[src/rtl/fetch_mem_responder.sv]
// rtl/fetch_mem_responder.sv - instruction store with clear sweep, loader port and fixed-latency fetch path
module fetch_mem_responder #(
  parameter int          ADDR_W       = 8,
  parameter int          READ_LATENCY = 2,
  parameter logic [15:0] INIT_WORD    = 16'h0018
) (
  input  logic        clock,
  input  logic        reset,
  input  logic [15:0] address_rom,
  output logic [15:0] q_rom,
  input  logic        load_valid,
  output logic        load_ready,
  input  logic [15:0] load_addr,
  input  logic [15:0] load_data,
  input  logic        load_done,
  output logic        running,
  output logic [15:0] load_count
);

  localparam int DEPTH = 1 << ADDR_W;

  typedef enum logic [1:0] {
    S_CLEAR = 2'd0,
    S_LOAD  = 2'd1,
    S_RUN   = 2'd2
  } state_t;

  state_t            state_q, state_d;
  logic [ADDR_W-1:0] clr_q, clr_d;
  logic [15:0]       cnt_q, cnt_d;
  logic              ready_q;
  logic              running_q;

  logic              mem_we;
  logic [ADDR_W-1:0] mem_waddr;
  logic [15:0]       mem_wdata;
  logic [15:0]       mem [DEPTH];

  logic [15:0]       rd_word;
  logic [15:0]       pipe_q [READ_LATENCY];

  logic              unused_addr_bits;
  assign unused_addr_bits = ^{address_rom[15:ADDR_W], load_addr[15:ADDR_W]};

  always_comb begin
    state_d   = state_q;
    clr_d     = clr_q;
    cnt_d     = cnt_q;
    mem_we    = 1'b0;
    mem_waddr = load_addr[ADDR_W-1:0];
    mem_wdata = load_data;
    case (state_q)
      S_CLEAR: begin
        mem_we    = 1'b1;
        mem_waddr = clr_q;
        mem_wdata = INIT_WORD;
        clr_d     = clr_q + ADDR_W'(1);
        if (clr_q == '1) begin
          state_d = S_LOAD;
        end
      end
      S_LOAD: begin
        // A write offered together with load_done still lands before RUN.
        if (load_valid && ready_q) begin
          mem_we = 1'b1;
          if (cnt_q != 16'hFFFF) begin
            cnt_d = cnt_q + 16'd1;
          end
        end
        if (load_done) begin
          state_d = S_RUN;
        end
      end
      S_RUN: begin
      end
      default: begin
        state_d = S_CLEAR;
      end
    endcase
  end

  always_ff @(posedge clock or posedge reset) begin
    if (reset) begin
      state_q   <= S_CLEAR;
      clr_q     <= '0;
      cnt_q     <= 16'd0;
      ready_q   <= 1'b0;
      running_q <= 1'b0;
    end else begin
      state_q   <= state_d;
      clr_q     <= clr_d;
      cnt_q     <= cnt_d;
      ready_q   <= (state_d == S_LOAD);
      running_q <= (state_d == S_RUN);
    end
  end

  always_ff @(posedge clock) begin
    if (mem_we) begin
      mem[mem_waddr] <= mem_wdata;
    end
  end

  // Outside RUN the fetch unit sees only NOP, whatever the store holds.
  assign rd_word = (state_q == S_RUN) ? mem[address_rom[ADDR_W-1:0]] : INIT_WORD;

  always_ff @(posedge clock or posedge reset) begin
    if (reset) begin
      for (int i = 0; i < READ_LATENCY; i++) begin
        pipe_q[i] <= INIT_WORD;
      end
    end else begin
      pipe_q[0] <= rd_word;
      for (int i = 1; i < READ_LATENCY; i++) begin
        pipe_q[i] <= pipe_q[i-1];
      end
    end
  end

  assign q_rom      = pipe_q[READ_LATENCY-1];
  assign load_ready = ready_q;
  assign running    = running_q;
  assign load_count = cnt_q;

endmodule

[config.mk]
export PLATFORM = sky130hd
export DESIGN_NAME = fetch_mem_responder
export DESIGN_NICKNAME = d
export VERILOG_FILES = /design/src/rtl/fetch_mem_responder.sv
export SDC_FILE = /design/constraint.sdc
export NUM_CORES = 2
export LEC_CHECK = 0
export CORE_UTILIZATION = 30
export CTS_CLUSTER_DIAMETER = 200
export CTS_CLUSTER_SIZE = 12
export DETAILED_ROUTE_END_ITERATION = 10
export DONT_BUFFER_PORTS = 1
export SLEW_MARGIN = 0
export SYNTH_ARGS = -nofsm -noshare
export SYNTH_HDL_FRONTEND = slang
export SYNTH_SLANG_ARGS = --single-unit
export TNS_END_PERCENT = 5
[constraint.sdc]
create_clock -name clock -period 5.5 [get_ports clock]
set_input_delay 1.1 -clock clock [delete_from_list [all_inputs] [get_ports clock]]
set_output_delay 1.1 -clock clock [all_outputs]
set_load 0.03 [all_outputs]
=== Yosys cells after proc, flatten, opt, wreduce, memory -nomap -nowiden ===
Memories as Yosys holds them, arrays and structs flattened.
Cells that the tools add are included.

* Bits in writable memories: 4096
* Memories kept: 1
* Logic and storage cells: 29
* Register bits after elaboration: 60

* Reductions and logical operators: 3
* Add/subtract/negate cells: 2
* Multiplexer cells: 10
* Eq/ne operators: 6

{| class="wikitable"
|+ Memories
! memory !! words !! width !! read ports !! clocked after memory_dff !! wr ports !! line !! text
|-
| mem || 256 || 16 || 1 || 0 || 1 || 37 || <nowiki>logic [15:0] mem [DEPTH];</nowiki>
|}

{| class="wikitable"
|+ Operators with widths
! cell !! count
|-
| $mux W16 || 2
|-
| $add A16 B1 Y16 const B || 1
|-
| $ne A16 B16 Y1 const B || 1
|-
| $add A8 B1 Y8 const B || 1
|-
| $eq A8 B8 Y1 const B || 1
|-
| $mux W8 || 1
|-
| $pmux W2 S3 || 1
|-
| $eq A2 B1 Y1 const B || 2
|-
| $eq A2 B2 Y1 const B || 2
|-
| $mux W2 || 2
|-
| $mux W1 || 3
|-
| $reduce_and A3 Y1 || 1
|-
| $logic_not A2 Y1 || 1
|-
| $pmux W1 S2 || 1
|-
| $logic_and A1 B1 Y1 || 1
|}

=== Longest topological paths before layout ===
* Word-level depth: 5
* Mapped depth: 13

=== Worst setup path before layout ===
Ideal clock, no wire load.

* Path kind: input to register
* Start point: in load_data[3]
* End point: mem mem[0][3] (data pin)
* Arrival: 4.522 ns
* Path slack: 0.074 ns
* Stages: 1
* Data required time: 4.596 ns
* Path buffers: 0
* Library setup time: 0.904 ns
* Path through: nand2b_1

* Longest elaborated chain between the ends: 1

{| class="wikitable"
|+ RTL lines
! element !! line !! text
|-
| start: declaration || 14 || <nowiki>input logic [15:0] load_data,</nowiki>
|-
| $mux W16 || 52 || <nowiki>case (state_q)</nowiki>
|-
| end: declaration || 37 ||
|}

No other way between the ends.

=== Worst setup path in the final report ===
* Start point: in address_rom[0]
* End point: reg pipe_q[24] (netlist name)

* Longest elaborated chain between the ends: 2

{| class="wikitable"
|+ RTL lines
! element !! line !! text
|-
| start: declaration || 9 || <nowiki>input logic [15:0] address_rom,</nowiki>
|-
| $mem_v2 Z256 W16 || -- ||
|-
| $mux W16 || 105 || <nowiki>assign rd_word = (state_q == S_RUN) ? mem[address_rom[ADDR_W-1:0]] : INIT_WORD;</nowiki>
|-
| named net rd_word[8] || 39 || <nowiki>logic [15:0] rd_word;</nowiki>
|-
| end signal: indexed assignment || 115 || <nowiki>pipe_q[i] <= pipe_q[i-1];</nowiki>
|-
| end: declaration || 40 || <nowiki>logic [15:0] pipe_q [READ_LATENCY];</nowiki>
|}

The timed path passes the listed nets, and every way through them passes these cells.
A chain may end at the register's enable or synchronous reset.

==> summary.json <==
{
  "result_of_the_run": "complete, but fails checks",
  "failed_checks": "design-rule violations",
  "detail_route.vias_per_cell": 5.275,
  "postSynthRegisterBits": 4156,
  "power.share.combinational": 0.069,
  "path_common_cell": "sky130_fd_sc_hd__buf_16",
  "drtAntennaViolNets": 0,
  "gp_congestion": 0.8280,
  "row_count": 268,
  "postSynthAreaPerCell_sq_um": 21.67,
  "path_buf_inv": 5,
  "worst_setup_path_category": "input port to register",
  "floorplan.core_area_sq_um": 534200,
  "min_period_ps": 5302,
  "clock_power_share": 0.375,
  "number_of_max_capacitance_violations_reported": 0,
  "totalWireLength_mm": 445.3,
  "critical_path_sink_type": "register",
  "power.share.sequential": 0.555,
  "worst_setup_path_startpoint": "address_rom[0]",
  "cts_root_buf": "sky130_fd_sc_hd__clkbuf_16",
  "critical_path.top_delay_family": "buffers and inverters",
  "postSynth.asyncResetShare": 0.01444,
  "synth_edf_count": 4096,
  "power.density_nw_per_um2": 349.3,
  "dp_hpwl_mm": 255.2,
  "power.net_switching_w": 0.01439,
  "finish.cell_count_without_fillers": 15291,
  "number_of_global_route_vias_before_repair": 80490,
  "critPathLaunchType": "input port",
  "layout_setup_ws_ps": 198.4,
  "setup_violations": 0,
  "worst-path-max-fanout": 124,
  "worst_ir_drop_vdd_uv": 278.4,
  "final-max-slew-violation-count": 0,
  "io_buffers": 0,
  "die-area_sq_um": 540700,
  "pre_cts_setup_slack_ps": -2052,
  "grt_pass1_wl_mm": 621.9,
  "worst_setup_hold_path_clk_slew_ps": 60,
  "fmax_ghz": 0.1886,
  "rsz0062_at_grt": "false",
  "finClkSkew_ps": 66.33,
  "n_fill_cell": 49192,
  "globalRouteOverflowTotal": 0,
  "worst_min_path_class": "input port to asynchronous set/reset pin",
  "holdBufCountCts": 0,
  "starting_density_of_the_core": 0.3020,
  "synth.net_count": 7499,
  "grt_max_degree": 260,
  "r2r-start": "state_q[0]",
  "number_of_distinct_standard_cells_referenced_by_the_synthesized_netlist": 70,
  "area_growth_pct": 13.48,
  "max-clock-path-buffers": 4,
  "routed_wire_length_per_instance_um": 29.12,
  "post_route_cells_drive_above_1_share": 0.2408,
  "io_pins": 86,
  "drt_iter0_drc": 10396,
  "clk_sinks": 4156,
  "die_y_um": 735.3,
  "synth_warnings": 0,
  "final.period_utilization": 0.9639,
  "ys.flop_type": "sky130_fd_sc_hd__edfxtp_1",
  "reg2reg_setup_slack_ps": 1400,
  "worstPathArrival_ps": 6090,
  "tritoncts": "done",
  "design_internal_power_w": 0.04957,
  "netlist_area_sq_um": 161300,
  "floorplan.die.width_um": 735.3,
  "relSlewSlack": 0.08882,
  "most-common-layout-cells": "sky130_fd_sc_hd__edfxtp_1, sky130_fd_sc_hd__mux4_2, sky130_fd_sc_hd__mux2i_1",
  "place.detailed.instances": 14727,
  "cp_slowest_stage_delay_ps": 650,
  "synthesized_netlist_cell_count": 7445,
  "htree_levels": 5,
  "route.detailed.drc": 30,
  "crit_path_cell_trace": "buf_16, buf_16, buf_16, buf_16, mux4_2, mux4_2, o2111ai_1, buf_4, o32ai_1",
  "grt_antenna_before_repair": 33,
  "clock_network_latency_to_the_later_pin_of_the_worst_skew_pair_ps": 980,
  "tightest_slew_ps": 1359,
  "cts-buffers-inserted": 384,
  "layout.cells.most_common": "sky130_fd_sc_hd__edfxtp_1",
  "leakage_nw": 57.55,
  "via_count": 80654,
  "sw_frac_of_total": 0.2250,
  "nNetsFinal": 8015,
  "critPathRequiredTime_ps": 6290,
  "report.final.hold_viol_count": 0,
  "synth_sequential_area_ratio": 0.7717,
  "cpMaxStageDelayCell": "sky130_fd_sc_hd__buf_16",
  "drtPass1Iterations": 9,
  "grtUsageTotal": 0.1597
}
## synth_stat cells (6+ instances only)
cell type                          n  area, sq um
sky130_fd_sc_hd__buf_2            98        490.5
sky130_fd_sc_hd__nand3b_1         13        97.59
sky130_fd_sc_hd__buf_12           35        700.7
sky130_fd_sc_hd__o2111ai_1         6        52.55
sky130_fd_sc_hd__nand4_1          12        75.07
sky130_fd_sc_hd__a211oi_1         28        210.2
sky130_fd_sc_hd__o21ai_0          66        330.3
sky130_fd_sc_hd__a31oi_1          12        75.07
sky130_fd_sc_hd__dlygate4sd1_1     8        70.07
sky130_fd_sc_hd__dfrtp_1          56         1401
sky130_fd_sc_hd__nor2_1          282         1059
sky130_fd_sc_hd__nor3_1           50        250.2
sky130_fd_sc_hd__a41o_1            8        80.08
sky130_fd_sc_hd__clkbuf_1        145        544.3
sky130_fd_sc_hd__nor4_1            9        56.30
sky130_fd_sc_hd__nand2_1         130        488.0
sky130_fd_sc_hd__buf_8            37        555.5
sky130_fd_sc_hd__mux4_2          817        18400
sky130_fd_sc_hd__buf_1            14        52.55
sky130_fd_sc_hd__and2_1           19        118.9
sky130_fd_sc_hd__nand3_1          35        175.2
sky130_fd_sc_hd__edfxtp_1       4096       123000
sky130_fd_sc_hd__mux4_1           19        499.2
sky130_fd_sc_hd__buf_4            53        397.9
sky130_fd_sc_hd__buf_6            56        630.6
sky130_fd_sc_hd__o22ai_1         153        957.2
sky130_fd_sc_hd__a21oi_1         147        735.7
sky130_fd_sc_hd__xnor2_1          17        148.9
sky130_fd_sc_hd__o31ai_1          12        90.09
sky130_fd_sc_hd__o32ai_1           9        78.83
sky130_fd_sc_hd__o21ai_1          19        95.09
sky130_fd_sc_hd__inv_1             6        22.52
sky130_fd_sc_hd__o221ai_2         12        180.2
sky130_fd_sc_hd__o221ai_1        278         2435
sky130_fd_sc_hd__or3_1            12        75.07
sky130_fd_sc_hd__o311ai_0         10        87.58
sky130_fd_sc_hd__mux2i_1         586         5866
## kinds of logic after synthesis
family                     synth area share
DFF                                  0.7717
muxes                                0.1536
AOI/OAI and AO/OA                   0.03569
and+or+nand+nor                     0.01567
buffers and inverters               0.02199
xor gates and xnor gates           0.001194
adders and majority gates         0.0001551
## routing by layer
layer,share of wire,vias to the layer above,routed length (um),global-route usage
met3,0.093,724,41490,0.03544
li1,-,32459,-,-
met2,0.48,3961,212100,0.2598
met4,0.039,10,17390,0.05633
met5,0.00012,-,54,0
met1,0.39,43500,174300,0.2109
## registers in the layout (all words and copies together) (netlist names)
name and count:
mem 4096, state_q 2, q_rom 16, load_count 16, pipe_q 16, running 1
load_ready 1, clr_q 8
## worst paths after layout
path,to,cells after the start
max in group asynchronous,q_rom[13],2
setup / recovery,pipe_q[24],9
hold reg to reg,q_rom[10],0
hold / removal,q_rom[6],1
min in group clock,state_q[0],1
setup reg to reg,mem[244][8],6
## area by class of cell
class,instances,area [sq um],share of cell area
clock buffers,483,10170,0.05556
multi-input cells,2827,33600,0.1835
diodes,60,150.1,0.0008201
repair buffers,583,5338,0.02915
flip-flops and latches,4156,124500,0.6800
well taps,7155,8952,0.04890
inverters,9,43.79,0.0002392
clock inverters,18,325.3,0.001777
## timing repair
action,4_1_cts,5_1_grt
endpoints found under the setup margin,14,4
gates cloned,2,1
gates resized for setup,1,2
buffers inserted,0,0
## power by group through the flow
stage / combinational [W] / clock [W] / sequential (W)
after CTS: 0.00444 / 0.0244 / 0.0355
after global routing: 0.00462 / 0.0255 / 0.0355
final: 0.00443 / 0.0240 / 0.0355
after detailed placement: 0.00443 / 0 / 0.0362
after floorplan: 0.00257 / 0 / 0.0362
after global placement: 0.00433 / 0 / 0.0362
## stage by stage
step | area (sq um) | setup TNS, ps | hold slack (ps) | utilization | total power, W
2_1_floorplan | 161300 | 0 | 331.2 | - | 0.03879
3_3_place_gp | 172300 | -29740 | 409.4 | 0.3226 | 0.04049
3_5_place_dp | 172300 | -20690 | 402.2 | 0.3226 | 0.04061
4_1_cts | 182900 | 0 | 18.38 | 0.3424 | 0.06431
5_1_grt | 183100 | 0 | 56.41 | 0.3427 | 0.06563
6_report | 183100 | 0 | 51.89 | 0.3428 | 0.06395
(Power assumes the default switching activity.)
